--- config.mk ---
export PLATFORM = sky130hd
export DESIGN_NAME = ysyx_23060240_axi_rr_arb
export DESIGN_NICKNAME = d
export VERILOG_FILES = /design/src/rtl/ysyx_23060240_axi_pkg.sv /design/src/rtl/ysyx_23060240_rr_pick.sv /design/src/rtl/ysyx_23060240_axi_rr_arb.sv
export SDC_FILE = /design/constraint.sdc
export NUM_CORES = 1
export LEC_CHECK = 0
export BUFFER_PORTS_ARGS = -buffer_cell sky130_fd_sc_hd__buf_4
export CORE_AREA = 2 2 159 161
export CTS_CLUSTER_DIAMETER = 120
export DETAILED_ROUTE_END_ITERATION = 16
export DIE_AREA = 0 0 161 163
export SLEW_MARGIN = 20
export SYNTH_ARGS = -nofsm -noshare
export SYNTH_HDL_FRONTEND = slang
export SYNTH_SLANG_ARGS = --single-unit
--- constraint.sdc ---
create_clock -name clk -period 2.4 [get_ports clk]
set_input_delay 0.12 -clock clk [delete_from_list [all_inputs] [get_ports clk]]
set_output_delay 0.12 -clock clk [all_outputs]
set_load 0.005 [all_outputs]
--- src/rtl/ysyx_23060240_axi_pkg.sv ---
`default_nettype none
// ============================================================================
// Module : ysyx_23060240_axi_pkg
// Brief  : Shared types and constants for the round-robin AXI4-Lite arbiter:
//          arbiter state encoding, AXI response codes and a small index
//          wrap helper used by the round-robin picker.
// Rev    : 1.0  initial release
// ============================================================================
package ysyx_23060240_axi_pkg;

    typedef enum logic [2:0] {
        IDLE    = 3'd0,
        RD_ADDR = 3'd1,
        RD_DATA = 3'd2,
        WR_ADDR = 3'd3,
        WR_RESP = 3'd4
    } arb_state_t;

    localparam logic [1:0] c_RESP_OKAY   = 2'b00;
    localparam logic [1:0] c_RESP_EXOKAY = 2'b01;
    localparam logic [1:0] c_RESP_SLVERR = 2'b10;
    localparam logic [1:0] c_RESP_DECERR = 2'b11;

    // (base + off) mod n, valid while base < n and off < n.
    function automatic int rr_wrap(input int base, input int off, input int n);
        return ((base + off) >= n) ? (base + off - n) : (base + off);
    endfunction

endpackage : ysyx_23060240_axi_pkg
`default_nettype wire

--- src/rtl/ysyx_23060240_rr_pick.sv ---
`default_nettype none
// ============================================================================
// Module : ysyx_23060240_rr_pick
// Brief  : Combinational round-robin picker. Selects the first asserted
//          request at or after ptr, wrapping from N-1 back to 0.
// Ports  : req  [N]      request vector
//          ptr  [IDX_W]  highest-priority index for this pick (must be < N)
//          gnt  [N]      one-hot of the selected requester (0 if none)
//          idx  [IDX_W]  index of the selected requester (0 if none)
//          any           at least one request present
// Rev    : 1.0  initial release
// ============================================================================
module ysyx_23060240_rr_pick
    import ysyx_23060240_axi_pkg::*;
#(
    parameter int N     = 2,
    parameter int IDX_W = $clog2(N)
) (
    input  logic [N-1:0]     req,
    input  logic [IDX_W-1:0] ptr,
    output logic [N-1:0]     gnt,
    output logic [IDX_W-1:0] idx,
    output logic             any
);

    logic [IDX_W-1:0] w_cand;

    // Walk the requesters starting at ptr; the first hit wins and later
    // candidates are ignored through the any flag.
    always_comb begin
        gnt    = '0;
        idx    = '0;
        any    = 1'b0;
        w_cand = '0;
        for (int k = 0; k < N; k++) begin
            w_cand = IDX_W'(rr_wrap(int'(ptr), k, N));
            if (!any && req[w_cand]) begin
                any         = 1'b1;
                idx         = w_cand;
                gnt[w_cand] = 1'b1;
            end
        end
    end

endmodule : ysyx_23060240_rr_pick
`default_nettype wire

--- src/rtl/ysyx_23060240_axi_rr_arb.sv ---
`default_nettype none
// ============================================================================
// Module : ysyx_23060240_axi_rr_arb
// Brief  : NUM_MST-master to 1-slave AXI4-Lite arbiter, round-robin fairness
//          across masters, one outstanding transaction at a time. Response
//          codes (rresp/bresp) are forwarded unmodified.
// Ports  : clk, rst_n (asynchronous, active-low)
//          m_ar*/m_aw*/m_w*  flattened per-master request channels,
//                            master i at slice [i*W +: W]
//          m_arready/m_awready/m_wready/m_rvalid/m_bvalid  per-master
//          m_rdata/m_rresp/m_bresp  broadcast, qualify with per-master valid
//          s_*               single slave port
//          perf_grant_cnt    per-master 32-bit grant counters (optional)
// Config : ARB_PERF_EN  when defined, adds the grant counters and the
//                       perf_grant_cnt output port.
// Rev    : 1.0  initial release
// ============================================================================
module ysyx_23060240_axi_rr_arb
    import ysyx_23060240_axi_pkg::*;
#(
    parameter int NUM_MST = 2,
    parameter int ADDR_W  = 32,
    parameter int DATA_W  = 32
) (
    input  logic                          clk,
    input  logic                          rst_n,
    // master side
    input  logic [NUM_MST*ADDR_W-1:0]     m_araddr,
    input  logic [NUM_MST-1:0]            m_arvalid,
    output logic [NUM_MST-1:0]            m_arready,
    output logic [DATA_W-1:0]             m_rdata,
    output logic [1:0]                    m_rresp,
    output logic [NUM_MST-1:0]            m_rvalid,
    input  logic [NUM_MST-1:0]            m_rready,
    input  logic [NUM_MST*ADDR_W-1:0]     m_awaddr,
    input  logic [NUM_MST-1:0]            m_awvalid,
    output logic [NUM_MST-1:0]            m_awready,
    input  logic [NUM_MST*DATA_W-1:0]     m_wdata,
    input  logic [NUM_MST*(DATA_W/8)-1:0] m_wstrb,
    input  logic [NUM_MST-1:0]            m_wvalid,
    output logic [NUM_MST-1:0]            m_wready,
    output logic [1:0]                    m_bresp,
    output logic [NUM_MST-1:0]            m_bvalid,
    input  logic [NUM_MST-1:0]            m_bready,
    // slave side
    output logic [ADDR_W-1:0]             s_araddr,
    output logic                          s_arvalid,
    input  logic                          s_arready,
    input  logic [DATA_W-1:0]             s_rdata,
    input  logic [1:0]                    s_rresp,
    input  logic                          s_rvalid,
    output logic                          s_rready,
    output logic [ADDR_W-1:0]             s_awaddr,
    output logic                          s_awvalid,
    input  logic                          s_awready,
    output logic [DATA_W-1:0]             s_wdata,
    output logic [DATA_W/8-1:0]           s_wstrb,
    output logic                          s_wvalid,
    input  logic                          s_wready,
    input  logic [1:0]                    s_bresp,
    input  logic                          s_bvalid,
    output logic                          s_bready
`ifdef ARB_PERF_EN
    ,
    output logic [NUM_MST*32-1:0]         perf_grant_cnt
`endif
);

    localparam int IDX_W  = $clog2(NUM_MST);
    localparam int STRB_W = DATA_W / 8;

    // ------------------------------------------------------------------
    // State
    // ------------------------------------------------------------------
    arb_state_t       r_state;
    logic [IDX_W-1:0] r_grant;
    logic [IDX_W-1:0] r_rr_ptr;
    logic             r_aw_done;
    logic             r_w_done;

    // ------------------------------------------------------------------
    // Arbitration
    // ------------------------------------------------------------------
    logic [NUM_MST-1:0] w_req;
    logic [NUM_MST-1:0] w_pick_oh;
    logic [IDX_W-1:0]   w_pick_idx;
    logic               w_pick_any;
    logic               w_pick_is_rd;

    assign w_req        = m_arvalid | m_awvalid | m_wvalid;
    // Read is preferred only within the selected master.
    assign w_pick_is_rd = |(w_pick_oh & m_arvalid);

    ysyx_23060240_rr_pick #(
        .N     (NUM_MST),
        .IDX_W (IDX_W)
    ) u_pick (
        .req (w_req),
        .ptr (r_rr_ptr),
        .gnt (w_pick_oh),
        .idx (w_pick_idx),
        .any (w_pick_any)
    );

    // ------------------------------------------------------------------
    // Granted-master views
    // ------------------------------------------------------------------
    logic [NUM_MST-1:0] w_gnt_oh;
    logic               w_g_arvalid;
    logic               w_g_awvalid;
    logic               w_g_wvalid;
    logic               w_g_rready;
    logic               w_g_bready;

    always_comb begin
        w_gnt_oh = '0;
        for (int i = 0; i < NUM_MST; i++) begin
            w_gnt_oh[i] = (r_grant == IDX_W'(i));
        end
    end

    assign w_g_arvalid = m_arvalid[r_grant];
    assign w_g_awvalid = m_awvalid[r_grant];
    assign w_g_wvalid  = m_wvalid[r_grant];
    assign w_g_rready  = m_rready[r_grant];
    assign w_g_bready  = m_bready[r_grant];

    // Buses follow the current grant regardless of state; the valids
    // below are what qualify them.
    assign s_araddr = m_araddr[r_grant*ADDR_W +: ADDR_W];
    assign s_awaddr = m_awaddr[r_grant*ADDR_W +: ADDR_W];
    assign s_wdata  = m_wdata[r_grant*DATA_W +: DATA_W];
    assign s_wstrb  = m_wstrb[r_grant*STRB_W +: STRB_W];

    assign m_rdata  = s_rdata;
    assign m_rresp  = s_rresp;
    assign m_bresp  = s_bresp;

    // ------------------------------------------------------------------
    // Handshake forwarding, gated by state
    // ------------------------------------------------------------------
    logic w_st_rd_addr;
    logic w_st_rd_data;
    logic w_st_wr_addr;
    logic w_st_wr_resp;

    assign w_st_rd_addr = (r_state == RD_ADDR);
    assign w_st_rd_data = (r_state == RD_DATA);
    assign w_st_wr_addr = (r_state == WR_ADDR);
    assign w_st_wr_resp = (r_state == WR_RESP);

    assign s_arvalid = w_st_rd_addr & w_g_arvalid;
    assign s_rready  = w_st_rd_data & w_g_rready;
    // Once a write channel has completed its handshake it is held off the
    // slave until the whole write finishes.
    assign s_awvalid = w_st_wr_addr & ~r_aw_done & w_g_awvalid;
    assign s_wvalid  = w_st_wr_addr & ~r_w_done & w_g_wvalid;
    assign s_bready  = w_st_wr_resp & w_g_bready;

    assign m_arready = w_gnt_oh & {NUM_MST{w_st_rd_addr & s_arready}};
    assign m_rvalid  = w_gnt_oh & {NUM_MST{w_st_rd_data & s_rvalid}};
    assign m_awready = w_gnt_oh & {NUM_MST{w_st_wr_addr & ~r_aw_done & s_awready}};
    assign m_wready  = w_gnt_oh & {NUM_MST{w_st_wr_addr & ~r_w_done & s_wready}};
    assign m_bvalid  = w_gnt_oh & {NUM_MST{w_st_wr_resp & s_bvalid}};

    logic w_ar_hs;
    logic w_r_hs;
    logic w_aw_hs;
    logic w_w_hs;
    logic w_b_hs;
    logic w_wr_addr_fin;
    logic [IDX_W-1:0] w_next_ptr;

    assign w_ar_hs = s_arvalid & s_arready;
    assign w_r_hs  = s_rvalid & s_rready;
    assign w_aw_hs = s_awvalid & s_awready;
    assign w_w_hs  = s_wvalid & s_wready;
    assign w_b_hs  = s_bvalid & s_bready;

    // Both write channels done, in the same or in different cycles.
    assign w_wr_addr_fin = (r_aw_done | w_aw_hs) & (r_w_done | w_w_hs);

    // The master just served drops to lowest priority.
    assign w_next_ptr = (r_grant == IDX_W'(NUM_MST - 1)) ? '0 : (r_grant + IDX_W'(1));

    // ------------------------------------------------------------------
    // FSM
    // ------------------------------------------------------------------
    always_ff @(posedge clk or negedge rst_n) begin
        if (!rst_n) begin
            r_state   <= IDLE;
            r_grant   <= '0;
            r_rr_ptr  <= '0;
            r_aw_done <= 1'b0;
            r_w_done  <= 1'b0;
        end else begin
            case (r_state)
                IDLE: begin
                    if (w_pick_any) begin
                        r_grant <= w_pick_idx;
                        r_state <= w_pick_is_rd ? RD_ADDR : WR_ADDR;
                    end
                end
                RD_ADDR: begin
                    if (w_ar_hs) begin
                        r_state <= RD_DATA;
                    end
                end
                RD_DATA: begin
                    if (w_r_hs) begin
                        r_state  <= IDLE;
                        r_rr_ptr <= w_next_ptr;
                    end
                end
                WR_ADDR: begin
                    if (w_aw_hs) begin
                        r_aw_done <= 1'b1;
                    end
                    if (w_w_hs) begin
                        r_w_done <= 1'b1;
                    end
                    if (w_wr_addr_fin) begin
                        r_state <= WR_RESP;
                    end
                end
                WR_RESP: begin
                    if (w_b_hs) begin
                        r_state   <= IDLE;
                        r_rr_ptr  <= w_next_ptr;
                        r_aw_done <= 1'b0;
                        r_w_done  <= 1'b0;
                    end
                end
                default: begin
                    r_state <= IDLE;
                end
            endcase
        end
    end

    // ------------------------------------------------------------------
    // Optional grant counters
    // ------------------------------------------------------------------
`ifdef ARB_PERF_EN
    logic [31:0] r_perf_cnt [NUM_MST];

    always_ff @(posedge clk or negedge rst_n) begin
        if (!rst_n) begin
            for (int i = 0; i < NUM_MST; i++) begin
                r_perf_cnt[i] <= '0;
            end
        end else if ((r_state == IDLE) && w_pick_any) begin
            r_perf_cnt[w_pick_idx] <= r_perf_cnt[w_pick_idx] + 32'd1;
        end
    end

    for (genvar gi = 0; gi < NUM_MST; gi++) begin : g_perf
        assign perf_grant_cnt[gi*32 +: 32] = r_perf_cnt[gi];
    end
`endif

    // ------------------------------------------------------------------
    // Protocol checks: a granted master must hold a pending valid until
    // its handshake completes.
    // ------------------------------------------------------------------
    a_ar_hold : assert property (@(posedge clk) disable iff (!rst_n)
        (w_st_rd_addr && w_g_arvalid && !s_arready) |=> w_g_arvalid);
    a_aw_hold : assert property (@(posedge clk) disable iff (!rst_n)
        (w_st_wr_addr && !r_aw_done && w_g_awvalid && !s_awready) |=> w_g_awvalid);
    a_w_hold : assert property (@(posedge clk) disable iff (!rst_n)
        (w_st_wr_addr && !r_w_done && w_g_wvalid && !s_wready) |=> w_g_wvalid);

endmodule : ysyx_23060240_axi_rr_arb
`default_nettype wire

## Word-level counts from Yosys, hierarchy flattened

Cells that the tools add are included.

| word-level totals | value |
|---|---|
| flip-flop bits (word level) | 7 |
| input port bits | 253 |
| logic and storage cells | 118 |

| operators by class | value |
|---|---|
| $add $sub $neg | 4 |
| $lt $le $gt $ge | 7 |
| equal/unequal tests | 11 |
| shift-type cells | 4 |
| muxes and demuxes | 42 |
| bitwise operators | 32 |
| reductions and logical operators | 13 |

Operators with widths:

| cell | count |
|---|---|
| $shiftx 64x7->32 | 3 |
| $mux 1 | 28 |
| $and 1x1->1 | 18 |
| $mux 3 | 5 |
| $pmux 3 s5 | 1 |
| $ne 2x1->1 const B | 7 |
| $and 2x2->2 | 6 |
| $reduce_and 3->1 | 3 |
| $shiftx 8x4->4 | 1 |
| $eq 3x2->1 const B | 2 |
| $lt 1x2->1 const B | 3 |
| $mux 2 | 3 |
| $or 2x2->2 | 3 |
| $pmux 1 s2 | 3 |
| $reduce_and 5->1 | 1 |
| $reduce_bool 2->1 | 2 |
| $eq 3x1->1 const B | 1 |
| $eq 3x3->1 const B | 1 |
| $logic_and 1x1->1 | 3 |
| $logic_not 3->1 | 1 |
| $not 1->1 | 3 |
| $add 1x1->2 const B | 1 |
| $demux 1 s1 | 2 |
| $ge 1x1->1 const B | 2 |
| other kinds (8) | 10 |

## Logic depth before layout (Yosys ltp)

| depth | value |
|---|---|
| word-level depth | 14 |
| depth in mapped cells | 5 |

## Cells and area by module

A second synthesis with hierarchy kept.

| unflattened totals | value |
|---|---|
| cells, all modules | 226 |
| area total of the unflattened synthesis | 2112.0 um^2 |

By module, submodules not included:

| module | instances | cells each | area each (um^2) | seq. area each (um^2) |
|---|---|---|---|---|
| ysyx_23060240_axi_rr_arb | 1 | 221 | 2079.5 | 175.2 |
| ysyx_23060240_rr_pick | 1 | 5 | 32.5 | 0.0 |

## Worst setup path before layout

OpenSTA, ideal clock, no wires.

| timing path | value |
|---|---|
| path kind | reg2reg |
| from | reg r_state[0] |
| to | reg r_rr_ptr |
| setup time | 0.122 ns |
| data arrival time | 1.294 ns |
| path slack | 0.985 ns |
| cell stages (with the launch flop) | 6 |
| buffers on the path | 1 |
| clock period less this slack | 1.415 ns |
| cell sequence | dfrtp_1 > buf_6 > or3b_4 > nor2_4 > nand3_1 > a32o_1 |

| on the way | value |
|---|---|
| word-level cells in the longest chain between the ends | 5 |

RTL lines:

| item | line | RTL |
|---|---|---|
| from (decl) | ysyx_23060240_axi_rr_arb.sv:75 | `arb_state_t r_state;` |
| from (signal assigned) | ysyx_23060240_axi_rr_arb.sv:201 | `r_state <= w_pick_is_rd ? RD_ADDR : WR_ADDR;` |
| $eq 3x3->1 or $eq 3x2->1 (tied branches) | ysyx_23060240_axi_rr_arb.sv:150, ysyx_23060240_axi_rr_arb.sv:197, ysyx_23060240_axi_rr_arb.sv:148 |  |
| $and 1x1->1, on equally long branches | ysyx_23060240_axi_rr_arb.sv:158, ysyx_23060240_axi_rr_arb.sv:153 |  |
| $and 1x1->1, on equally long branches | ysyx_23060240_axi_rr_arb.sv:178, ysyx_23060240_axi_rr_arb.sv:175 |  |
| $ne 2x1->1 (no source line) | n/a |  |
| $reduce_and 3->1 (no source line) | n/a |  |
| to (signal assigned) | ysyx_23060240_axi_rr_arb.sv:212 | `r_rr_ptr <= w_next_ptr;` |
| to (signal assigned) | ysyx_23060240_axi_rr_arb.sv:229 | `r_rr_ptr <= w_next_ptr;` |
| to (decl) | ysyx_23060240_axi_rr_arb.sv:77 | `logic [IDX_W-1:0] r_rr_ptr;` |

Several ways; a longest one is shown, not always the timed one.
A chain may end at the register's enable or synchronous reset.

## Worst setup path after layout

| timing path | value |
|---|---|
| from | reg r_grant |
| to | out s_wdata[4] |

| on the way | value |
|---|---|
| word-level cells in the longest chain between the ends | 1 |

RTL lines:

| item | line | RTL |
|---|---|---|
| from (decl) | ysyx_23060240_axi_rr_arb.sv:76 | `logic [IDX_W-1:0] r_grant;` |
| from (signal assigned) | ysyx_23060240_axi_rr_arb.sv:200 | `r_grant <= w_pick_idx;` |
| $shiftx 64x7->32 | ysyx_23060240_axi_rr_arb.sv:132 | `assign s_wdata = m_wdata[r_grant*DATA_W +: DATA_W];` |
| to (decl) | ysyx_23060240_axi_rr_arb.sv:56 | `output logic [DATA_W-1:0] s_wdata,` |

No other way between the ends.

==> results_dict.tcl <==
set metrics [dict create \
    powerDensity_nw_per_um2 692.5 \
    synth_top_area_cell "mux2_2" \
    ios 404 \
    place_hpwl_mm 11.21 \
    die-area_um2 26240 \
    synthFlopType "dfrtp_1" \
    fp-row-count 58 \
    drive_above_1_share 0.8689 \
    tightest_slew_ns 0.3862 \
    fillerInstances 2753 \
    relSlewSlack 0.7405 \
    p_seq_frac 0.085 \
    ys_seq_elements 7 \
    clock-skew-final_ns 0.001317 \
    synthesis.nets 477 \
    crit_type "reg2out" \
    synth_edf_count 0 \
    final_max_slew_viol_count 0 \
    gp_congestion 0.8099 \
    ant_nets 0 \
    ys_top_cells_by_area "mux2_2 54%, buf_4 13%, dfrtp_1 8.5%" \
    clock_power_share 0.088 \
    finalSetupViolCount 0 \
    vias_per_cell 3.322 \
    layout.nets 765 \
    async_flop_share 1.000 \
    drt_first_pass_iters 4 \
    max_cap_viol_count 0 \
    combinationalPowerShare 0.827 \
    synth_area_per_cell_um2 9.250 \
    cts_tree "done" \
    fin_util 0.1920 \
    max_freq_mhz 561.5 \
    cp-end-kind "output pin" \
    area_delta_synth_final_pct 128.7 \
    setup_tns_ns 0 \
    postCtsSetupRepairBufs 0 \
    port_buffers 331 \
    synth_area_um2 2072 \
    antenna_found_initial 1 \
    core_um2 24670 \
    worst_ep_arrival_time_ns 1.66 \
    initialDrtViolationCount 79 \
    totalWireLength_mm 12.79 \
    chipHeight_um 163 \
    synthDominantCellAreaShare 0.5435 \
    worstPathRequired_ns 2.28 \
    p_sw_uw 1248 \
    final_cell_mix "331 x buf_4, 100 x mux2_2, 17 x nor2_1" \
    power.internal_uw 2033 \
    cts-root-buf "clkbuf_16" \
    cts_buffer_depth 2 \
    swShare 0.3805 \
    overflow 0 \
    cp_max_fo 59 \
    grt_max_degree 60 \
    start_kind "register" \
    postSynthCellCount 224 \
    yosysSeqAreaShare 0.08454 \
    period_share 0.7420 \
    yosys_warnings 0 \
    wire_per_inst_um 15.19 \
    drc 0 \
    vdd_drop_max_mv 0.3884 \
    rsz0062_at_grt "false" \
    grt_usage 0.08580 \
    cts_buffers 3 \
    mostFrequentLayoutCell "buf_4" \
    vias 2797 \
    hold_class "in2reg" \
    clkSinkCount 7 \
    synth_cell_type_count 33 \
    period_minus_slack_ns 1.781 \
    htreeDepth 1 \
    clkTransAtPathRegs_ns 0.04 \
    grt_pass1_wl_mm 17.24 \
    outcome "finished, final reports clean" \
    grt_pass1_vias 2772 \
    finalHoldViolCount 0 \
    initial_utilization 0.08398 \
    clkLatencyLatePin_ns 0.23 \
    leakagePower_uw 0.002272 \
    fp.dieW_um 161 \
]
==> cell usage after synthesis (2+ instances only) <==
library cell,count
buf_6,2
nand2_1,5
buf_4,37
nor3b_1,3
nor3_1,8
nor2_1,17
buf_2,10
mux2_2,100
inv_1,3
mux2i_1,5
nand2b_1,3
a21oi_1,2
dfrtp_1,7
o21ba_2,2
o31ai_1,2
==> stage by stage <==
stage          cells  cell area (um^2)  power [uW]  worst slack, ns  hold slack (ns)
4_1_cts          841              4736        3324           0.6211           0.2161
3_5_place_dp     836              4646        3015           0.7715         -0.06079
2_1_floorplan    224              2072        1712           0.9850          -0.1756
6_report         842              4738        3281           0.6191           0.2158
5_1_grt          842              4738        3492           0.5639           0.2329
3_3_place_gp     836              4646        3013           0.7705         -0.06163
==> path summary, 6_finish.rpt <==
path | endpoint | start | cells past startpoint | slack, ns
worst max register to register | r_state[1] | r_grant | 5 | 0.78
max in group asynchronous | r_grant | rst_n | 2 | 2.01
worst max-delay path | s_wdata[4] | r_grant | 3 | 0.62
worst min-delay path | r_rr_ptr | m_rready[0] | 3 | 0.22
min in group asynchronous | r_state[2] | rst_n | 2 | 0.25
worst min register to register | r_rr_ptr | r_rr_ptr | 1 | 0.61
==> layer usage <==
metal / routed length (um) / vias to the layer above / GRT usage
met5: 0 / - / 0
met4: 152 / 0 / 0.01664
met3: 1358 / 9 / 0.02903
met2: 5809 / 195 / 0.1340
met1: 5469 / 1249 / 0.1152
li1: - / 1344 / -
==> worst max-delay path, cell delays in order (launching register included) <==
cell and delay, ns:
dfrtp_4 0.50, buf_12 0.29, mux2_2 0.41, buf_4 0.14
==> cell families (layout without fill, tap and decap cells) <==
kind of cell	Yosys count	count (layout)	share of synthesized area
buf+inv	54	341	0.1830
simple gates	43	43	0.1075
flops	7	7	0.08454
other cells	0	1	0
mux	105	105	0.5676
compound gates	15	15	0.05737
==> sequential cells by signal (all words and copies together) (netlist names) <==
name / cells
r_aw_done: 1
r_grant: 1
r_rr_ptr: 1
r_state: 3
r_w_done: 1
==> what timing repair did <==
item,4_1_cts,5_1_grt
hold endpoints to repair,7,0
hold buffers,1,0
gates resized for setup,0,0
==> final cells by class <==
cell class	instances	area, um^2	share of cell area
Timing Repair Buffer	334	2535	0.5350
Multi-Input combinational cell	163	1518	0.3203
Tap cell	330	412.9	0.08714
Sequential cell	7	178.9	0.03776
Clock buffer	3	75.07	0.01584
Inverter	3	11.26	0.002377
Clock inverter	1	5.005	0.001056
Antenna cell	1	2.502	0.0005281
==> power by group through the flow <==
stage	Sequential, uW	Combinational, uW	Clock, uW
final	279	2710	288
after global routing	291	2900	302
after CTS	279	2760	290
after detailed placement	280	2740	0
after global placement	277	2740	0
after floorplan	207	1500	0
(Power assumes the default switching activity.)
